`src/rtl/demux_chan_sched_if.sv`:
```
// Control/status bundle between a sequencer host and the demux channel scheduler.
// master drives the requests and watches status; slave is the scheduler.
interface demux_chan_sched_if #(
    parameter int unsigned NCH = 8,
    parameter int unsigned DW  = 8
);
    localparam int unsigned SW = $clog2(NCH);

    logic           start;
    logic           abort;
    logic           loop_mode;
    logic [NCH-1:0] chan_mask;
    logic [DW-1:0]  dwell;
    logic           e1;
    logic [SW-1:0]  sel;
    logic [NCH-1:0] chan_onehot;
    logic           busy;
    logic           done;

    modport master (
        output start, abort, loop_mode, chan_mask, dwell,
        input  e1, sel, chan_onehot, busy, done
    );

    modport slave (
        input  start, abort, loop_mode, chan_mask, dwell,
        output e1, sel, chan_onehot, busy, done
    );
endinterface

```
`src/rtl/demux_chan_sched.sv`:
```
// Steers a 1-to-8 demux through the masked channels in ascending order, dwell_r cycles each.
// Define DEMUX_SCHED_GAP_EN to insert a one-cycle e1=0 gap between consecutive channels.
module demux_chan_sched #(
    parameter int unsigned NCH = 8,
    parameter int unsigned DW  = 8
) (
    input  logic                clk,
    input  logic                rst_n,
    demux_chan_sched_if.slave   bus
);
    localparam int unsigned SW = $clog2(NCH);

`ifdef DEMUX_SCHED_GAP_EN
    typedef enum logic [1:0] {StIdle = 2'd0, StDwell = 2'd1, StGap = 2'd2, StFin = 2'd3} state_e;
`else
    typedef enum logic [1:0] {StIdle = 2'd0, StDwell = 2'd1, StFin = 2'd3} state_e;
`endif

    state_e         state_q, state_d;
    logic [NCH-1:0] mask_q, mask_d;
    logic [DW-1:0]  dwell_q, dwell_d;
    logic [DW-1:0]  cnt_q, cnt_d;
    logic           e1_q, e1_d;
    logic [SW-1:0]  sel_q, sel_d;
    logic [NCH-1:0] onehot_q, onehot_d;
    logic           busy_q, busy_d;
    logic           done_q, done_d;

    logic [SW:0]    first_r;
    logic [SW:0]    next_r;
    logic [SW:0]    start_first;
    logic [DW-1:0]  dwell_in;

    // Returns {found, index} of the lowest set bit of m at or above position from.
    function automatic logic [SW:0] first_set(input logic [NCH-1:0] m, input logic [SW:0] from);
        logic [SW:0] r;
        r = '0;
        for (int i = NCH - 1; i >= 0; i--) begin
            if (m[i] && (i >= int'(from))) r = {1'b1, i[SW-1:0]};
        end
        return r;
    endfunction

    always_comb begin
        first_r     = first_set(mask_q, '0);
        next_r      = first_set(mask_q, {1'b0, sel_q} + (SW+1)'(1));
        start_first = first_set(bus.chan_mask, '0);
        dwell_in    = (bus.dwell == '0) ? DW'(1) : bus.dwell;
    end

    always_comb begin
        state_d = state_q;
        mask_d  = mask_q;
        dwell_d = dwell_q;
        cnt_d   = cnt_q;
        e1_d    = e1_q;
        sel_d   = sel_q;
        busy_d  = busy_q;
        done_d  = 1'b0;

        if (bus.abort) begin
            // Abort beats start and dwell expiry; sel is left where it was.
            state_d = StIdle;
            e1_d    = 1'b0;
            busy_d  = 1'b0;
        end else begin
            unique case (state_q)
                StIdle: begin
                    if (bus.start) begin
                        mask_d  = bus.chan_mask;
                        dwell_d = dwell_in;
                        if (start_first[SW]) begin
                            state_d = StDwell;
                            e1_d    = 1'b1;
                            sel_d   = start_first[SW-1:0];
                            busy_d  = 1'b1;
                            cnt_d   = dwell_in - DW'(1);
                        end else begin
                            state_d = StFin;
                        end
                    end
                end
                StDwell: begin
                    if (cnt_q != '0) begin
                        cnt_d = cnt_q - DW'(1);
                    end else if (next_r[SW]) begin
                        sel_d = next_r[SW-1:0];
`ifdef DEMUX_SCHED_GAP_EN
                        state_d = StGap;
                        e1_d    = 1'b0;
`else
                        cnt_d = dwell_q - DW'(1);
`endif
                    end else begin
                        state_d = StFin;
                        e1_d    = 1'b0;
                        done_d  = 1'b1;
                        busy_d  = bus.loop_mode && (mask_q != '0);
                    end
                end
`ifdef DEMUX_SCHED_GAP_EN
                StGap: begin
                    state_d = StDwell;
                    e1_d    = 1'b1;
                    cnt_d   = dwell_q - DW'(1);
                end
`endif
                StFin: begin
                    // An empty-mask pass enters FIN without done and pulses it one cycle later.
                    if (!done_q) begin
                        done_d = 1'b1;
                    end else if (busy_q) begin
                        state_d = StDwell;
                        e1_d    = 1'b1;
                        sel_d   = first_r[SW-1:0];
                        cnt_d   = dwell_q - DW'(1);
                    end else begin
                        state_d = StIdle;
                    end
                end
                default: begin
                    state_d = StIdle;
                    e1_d    = 1'b0;
                    busy_d  = 1'b0;
                end
            endcase
        end

        onehot_d = e1_d ? ({{(NCH-1){1'b0}}, 1'b1} << sel_d) : '0;
    end

    always_ff @(posedge clk) begin
        if (!rst_n) begin
            state_q  <= StIdle;
            mask_q   <= '0;
            dwell_q  <= '0;
            cnt_q    <= '0;
            e1_q     <= 1'b0;
            sel_q    <= '0;
            onehot_q <= '0;
            busy_q   <= 1'b0;
            done_q   <= 1'b0;
        end else begin
            state_q  <= state_d;
            mask_q   <= mask_d;
            dwell_q  <= dwell_d;
            cnt_q    <= cnt_d;
            e1_q     <= e1_d;
            sel_q    <= sel_d;
            onehot_q <= onehot_d;
            busy_q   <= busy_d;
            done_q   <= done_d;
        end
    end

    assign bus.e1          = e1_q;
    assign bus.sel         = sel_q;
    assign bus.chan_onehot = onehot_q;
    assign bus.busy        = busy_q;
    assign bus.done        = done_q;
endmodule

```
`src/flat_wrapper.sv`:
```
// flat-port wrapper written by rule: the top's interface ports become plain ports
module demux_chan_sched_flat 
#(
    parameter int unsigned NCH = 8,
    parameter int unsigned DW  = 8
)
  (clk, rst_n, bus_start, bus_abort, bus_loop_mode, bus_chan_mask, bus_dwell, bus_e1, bus_sel, bus_chan_onehot, bus_busy, bus_done);
  demux_chan_sched_if #(.NCH(NCH), .DW(DW)) bus_i ();
  input  logic clk;
  input  logic rst_n;
  input wire logic [$bits(bus_i.start)-1:0] bus_start;
  input wire logic [$bits(bus_i.abort)-1:0] bus_abort;
  input wire logic [$bits(bus_i.loop_mode)-1:0] bus_loop_mode;
  input wire logic [$bits(bus_i.chan_mask)-1:0] bus_chan_mask;
  input wire logic [$bits(bus_i.dwell)-1:0] bus_dwell;
  output wire logic [$bits(bus_i.e1)-1:0] bus_e1;
  output wire logic [$bits(bus_i.sel)-1:0] bus_sel;
  output wire logic [$bits(bus_i.chan_onehot)-1:0] bus_chan_onehot;
  output wire logic [$bits(bus_i.busy)-1:0] bus_busy;
  output wire logic [$bits(bus_i.done)-1:0] bus_done;
  assign bus_i.start = bus_start;
  assign bus_i.abort = bus_abort;
  assign bus_i.loop_mode = bus_loop_mode;
  assign bus_i.chan_mask = bus_chan_mask;
  assign bus_i.dwell = bus_dwell;
  assign bus_e1 = bus_i.e1;
  assign bus_sel = bus_i.sel;
  assign bus_chan_onehot = bus_i.chan_onehot;
  assign bus_busy = bus_i.busy;
  assign bus_done = bus_i.done;
  demux_chan_sched #(.NCH(NCH), .DW(DW)) u_core (.clk(clk), .rst_n(rst_n), .bus(bus_i));
endmodule
```
`config.mk`:
```
export PLATFORM = sky130hd
export DESIGN_NAME = demux_chan_sched_flat
export DESIGN_NICKNAME = d
export VERILOG_FILES = /design/src/rtl/demux_chan_sched_if.sv /design/src/rtl/demux_chan_sched.sv /design/src/flat_wrapper.sv
export SDC_FILE = /design/constraint.sdc
export NUM_CORES = 1
export LEC_CHECK = 0
export CORE_ASPECT_RATIO = 1.75
export CORE_MARGIN = 1.5
export CORE_UTILIZATION = 30
export DETAILED_ROUTE_END_ITERATION = 8
export GPL_ROUTABILITY_DRIVEN = 0
export PLACE_DENSITY = 0.47
export SYNTH_ARGS = -nofsm -noshare
export SYNTH_HDL_FRONTEND = slang
export SYNTH_SLANG_ARGS = --single-unit
```
`constraint.sdc`:
```
create_clock -name clk -period 2.4 [get_ports clk]
set_clock_uncertainty 0.05 [all_clocks]
set_input_delay 0.48 -clock clk [delete_from_list [all_inputs] [get_ports clk]]
set_output_delay 0.48 -clock clk [all_outputs]
set_load 0.01 [all_outputs]
```
Word level (Yosys, flattened, before mapping) --
Index checks and enable logic that the tools add are counted.
Word-level totals: bits in registers 40, input port bits 21, output and inout port bits 14, logic and storage cells 118
Cells by class: $add $sub $neg 4, order comparisons 8, equality and inequality tests 9, shifts and indexed selects 1, mux-type cells 64, bitwise gates (word level) 3, reductions and logical operators 20
Operator list (count):
- 4-bit 2-to-1 mux | 16
- 8-bit 2-to-1 mux | 7
- 3-bit 2-to-1 mux | 15
- 8-bit one-hot mux with 3 select lines | 1
- 8-bit by 1-bit subtractor with 8-bit output, second input constant | 3
- 3-bit by 4-bit >= comparator with 1-bit output, first input constant | 4
- 8-bit nonzero test | 2
- 1-bit 2-to-1 mux | 15
- 2-bit 2-to-1 mux | 5
- 1-bit logical AND | 9
- 3-bit one-hot mux with 3 select lines | 1
- 1-bit by 4-bit >= comparator with 1-bit output, first input constant | 2
- 2-bit by 4-bit >= comparator with 1-bit output, first input constant | 2
- 8-bit logical NOT | 1
- 1-bit by 3-bit << shifter with 8-bit output, first input constant | 1
- 7-bit AND reduction | 1
- 2-bit by 1-bit inequality test with 1-bit output, second input constant | 3
- 2-bit inequality test, second input constant | 3
- 1-bit one-hot mux with 3 select lines | 2
- 2-bit one-hot mux with 3 select lines | 1
- 5-bit AND reduction | 1
- 3-bit by 1-bit adder with 4-bit output, second input constant | 1
- 4-bit AND reduction | 1
- 3-bit by 1-bit inequality test with 1-bit output, second input constant | 1
- other kinds (9) | 11

Longest topological paths before layout --
depth in word-level cells 16, depth in mapped cells 10

Least setup slack after synthesis --
No wires, ideal clock.
path kind register to register, start point register u_core.sel_q[1] (netlist: u_core.bus.sel[1]), end point register u_core.cnt_q[6], setup time 71 ps, arrival time 2472 ps, data required time 2279 ps, setup slack -193 ps, stages on the path, launching flop included 11, clock period less this slack 2593 ps, cell sequence dfxtp_1 inv_1 ha_1 and2b_4 a211oi_1 o32ai_2 nor4_1 o31a_2 buf_6 a211o_1 a21oi_1
On the way: longest elaborated chain between the ends 13, elaborated cells on any way between the ends 27, those cells by class 1 x add/sub; 8 x order compare; 1 x eq/ne; 8 x mux; 9 x reduce/logical
RTL lines:
- start: declaration | RTL line demux_chan_sched.sv:24 | logic [SW-1:0] sel_q, sel_d;
- start signal: assignment | RTL line demux_chan_sched.sv:149 | sel_q <= sel_d;
- 3-bit by 1-bit adder with 4-bit output (*) | RTL line demux_chan_sched.sv:46 | next_r = first_set(mask_q, {1'b0, sel_q} + (SW+1)'(1));
- 3-bit by 4-bit >= comparator with 1-bit output | RTL line demux_chan_sched.sv:39 | if (m[i] && (i >= int'(from))) r = {1'b1, i[SW-1:0]};
- 1-bit logical AND | RTL line demux_chan_sched.sv:39
- 4-bit 2-to-1 mux (7 in series) | RTL line demux_chan_sched.sv:39
- 4-bit 2-to-1 mux (*) | RTL line demux_chan_sched.sv:39
- 3-bit by 1-bit inequality test with 1-bit output (no source line) (*)
- 7-bit AND reduction (no source line) (*)
- end signal: assignment | RTL line demux_chan_sched.sv:147 | cnt_q <= cnt_d;
- end: declaration | RTL line demux_chan_sched.sv:22 | logic [DW-1:0] cnt_q, cnt_d;
Mark *: on every way between the ends. The rest lies on a longest branch, timed or not. A chain may end at the register's enable or synchronous reset.

Worst setup path after layout --
Ends and elaborated chain as after synthesis.

==> impl_metrics.toml <==
[outcome]
status = "complete, but fails checks"
violations = "setup timing"

[floorplan]
die_y_um = 127
io_pins = 35
initial_core_util = 0.308
die_area_sq_um = 9450
rows = 45
coreArea_sq_um = 8610
die_w_um = 74.1

[global_route]
overflow = 0
grt_use_total = 0.205
grt_max_degree = 26
grt_pass1_vias = 2946
grt_pass1_wl_mm = 14.5
antenna_found_initial = 0

[pwr]
finalPower_uw = 2220
power.density_nw_per_um2 = 553
p_leak_uw = 0.00158
irDropWorstVdd_v = 0.000363

[routing]
wl_per_cell_um = 16.3
vias = 2888
firstDrtPassIters = 4
vias_per_cell = 5.18
drt.antenna.violating_nets = 0
drtIter0Drc = 153
drc_errors = 0
totalWireLength_mm = 9.09

[yosys]
synth_top_area_frac = 0.302
ys.flop_type = "dfxtp_1"
syn_area_sq_um = 2660
syn_avg_cell_area_sq_um = 7.65
ys_seq_area_frac = 0.302
synth_cell_types = 63
synth_top_area_cell = "dfxtp_1"
ys_ff_latch = 40
yosysMostFrequentCell = "nand2_1"
synth_area_leaders = "dfxtp_1 (30%), nand2_1 (8.1%), a21oi_1 (6.6%), nor2_1 (4.8%), ha_1 (3.8%)"
yosys_warnings = 0
synth_fp_nets = 376
synth_cells = 347
async_flop_share = 0
synth_edf_count = 0
netlist_top_cells_count = "nand2_1 (57), dfxtp_1 (40), a21oi_1 (35)"

[final_layout]
final_util = 0.466
nNetsFinal = 469
syn2layout_area_growth_pct = 51.1
layout-drive-gt1-share = 0.297
nFillCells = 888
n_antenna_cell = 0

[sta]
finalMaxSlewViolations = 0
fin_setup_tns_ns = -0.415
fmax_mhz = 402
rsz0062_at_grt = "true"
worst_pin_slew_ns = 0.884
worst_slack_ns = -0.0853
setup_viol = 11
hold_violations = 0
slew_headroom = 0.409
post-route-period-util = 1.04
post-route-min-period_ns = 2.49

[clock_network]
postCtsHoldBufs = 0
cts_buffer_depth = 2
root_buffer = "clkbuf_16"
clk_pin_slew_ns = 0.06
htree_levels = 2
cts-buffers-inserted = 5
cts_tree = "yes"
worstSkewPairLatency_ns = 0.29
cts.sinks = 40

[critical_path]
crit_slowest_cell = "o31a_2"
required_ns = 2.58
crit_arrival_ns = 2.66
cp-start-kind = "flip-flop"
path_cells = "inv_4 -> ha_4 -> and2b_4 -> a211oi_2 -> o32ai_2 -> buf_4 -> nor4_2 -> o31a_2 -> buf_6 -> a211o_1 -> a21oi_1"
rr_worst_depth = 11
crit_type = "flip-flop to flip-flop"
end_kind = "flip-flop"
r2r_end = "u_core.cnt_q[6]$_SDFFE_PN0P_"
r2r-start = "u_core.bus.sel[1]$_SDFF_PN0_"
slowest_delay_ns = 0.38
path_max_fanout = 4
rrSetupSlack_ns = -0.09

[placed_design]
io_buffer_count = 34
dp_hpwl_mm = 7.20

[min_path]
hold_path.class = "flip-flop to flip-flop"
whs_path_depth = 2
hold_end = "u_core.dwell_q[7]$_SDFFE_PN0P_"
min_from = "u_core.dwell_q[7]$_SDFFE_PN0P_"

[job]
cap_violations = 0
## worst max path at each step
stage / startpoint / to / slack (ns) / cells past startpoint
6_report: u_core.bus.sel[1]$_SDFF_PN0_ / u_core.cnt_q[6]$_SDFFE_PN0P_ / -0.09 / 11
5_1_grt: u_core.bus.sel[1]$_SDFF_PN0_ / u_core.cnt_q[6]$_SDFFE_PN0P_ / -0.18 / 11
4_1_cts: u_core.bus.sel[1]$_SDFF_PN0_ / u_core.cnt_q[4]$_SDFFE_PN0P_ / -0.08 / 11
3_5_place_dp: bus_chan_mask[0] / u_core.bus.chan_onehot[2]$_SDFF_PP0_ / -0.44 / 8
3_3_place_gp: bus_chan_mask[0] / u_core.bus.chan_onehot[2]$_SDFF_PP0_ / -0.43 / 8
2_1_floorplan: u_core.bus.sel[1]$_SDFF_PN0_ / u_core.cnt_q[6]$_SDFFE_PN0P_ / -0.03 / 10
## sequential cells by signal, summed over array words and instances (netlist names)
signal	cells
u_core.cnt_q	8
u_core.dwell_q	8
u_core.bus.busy	1
u_core.mask_q	8
u_core.bus.e1	1
u_core.bus.chan_onehot	8
u_core.bus.done	1
u_core.bus.sel	3
u_core.state_q	2
## report_power, final
part	internal [uW]	switching [uW]
registers	697	35.0
logic	322	383
clock network	489	292
total	1510	710
## cell usage in the layout (no fill, tap or decap), types with 3 or more instances in the layout
cell type / instances
buf_4: 65
nand2_1: 56
dfxtp_1: 38
nor2_1: 34
a21oi_1: 32
clkdlybuf4s50_1: 28
inv_1: 17
o21ai_0: 11
nor3_1: 10
xor2_1: 8
xnor2_1: 8
nor3_2: 8
nand3_1: 5
a211o_1: 5
ha_1: 5
clkbuf_16: 5
a211oi_1: 4
dlygate4sd2_1: 4
nor4_1: 3
a31oi_1: 3
a21oi_2: 3
o31ai_1: 3
nand2b_1: 3
buf_6: 3
## metrics by stage
step / instances / hold WS (ns) / area (sq um) / worst slack [ns]
2_1_floorplan: 347 / 0.398 / 2680 / -0.0328
3_3_place_gp: 544 / 0.413 / 3570 / -0.430
3_5_place_dp: 544 / 0.419 / 3570 / -0.438
4_1_cts: 556 / 0.428 / 3900 / -0.0804
5_1_grt: 558 / 0.460 / 4010 / -0.184
6_report: 558 / 0.426 / 4010 / -0.0853
## worst max-delay path, delay by kind of cell (launching register included)
kind                       cells  cell delay [ns]
AOI/OAI and AO/OA              5             1.08
and+or+nand+nor                2             0.31
buffers and inverters          3             0.36
DFF                            1             0.37
adders and majority gates      1             0.23
## cell type report
cell class                      count  area [sq um]  share of cell area
Sequential cell                    40           808               0.201
Clock inverter                      3          42.5              0.0106
Inverter                           20          77.6              0.0193
Multi-Input combinational cell    270          1930               0.481
Tap cell                          117           146              0.0365
Clock buffer                        5           125              0.0312
Timing Repair Buffer              103           882               0.220
## metal layers
| metal | GRT usage | vias to the layer above | wire [um] | share of wire |
|---|---|---|---|---|
| li1 | - | 1439 | - | - |
| met1 | 0.190 | 1370 | 3130 | 0.34 |
| met2 | 0.407 | 52 | 5370 | 0.59 |
| met3 | 0.0268 | 27 | 161 | 0.018 |
| met4 | 0.106 | 0 | 428 | 0.047 |
| met5 | 0 | - | 0 | 0 |
## repair_timing
item / in CTS / in global routing
endpoints found under the setup margin: 20 / 22
gates resized for setup: 31 / 17
hold endpoints to repair: 0 / 0
pin swaps: 21 / 19
setup buffers: 6 / 2
## cells by family after synthesis
logic type,after synthesis,synth area share
AOI/OAI and AO/OA,105,0.298
xor gates and xnor gates,17,0.0561
adders and majority gates,8,0.0377
buffers and inverters,37,0.0598
DFF,40,0.302
muxes,1,0.00377
and+or+nand+nor,139,0.243
Note: power is estimated with default switching activity, not from simulation.
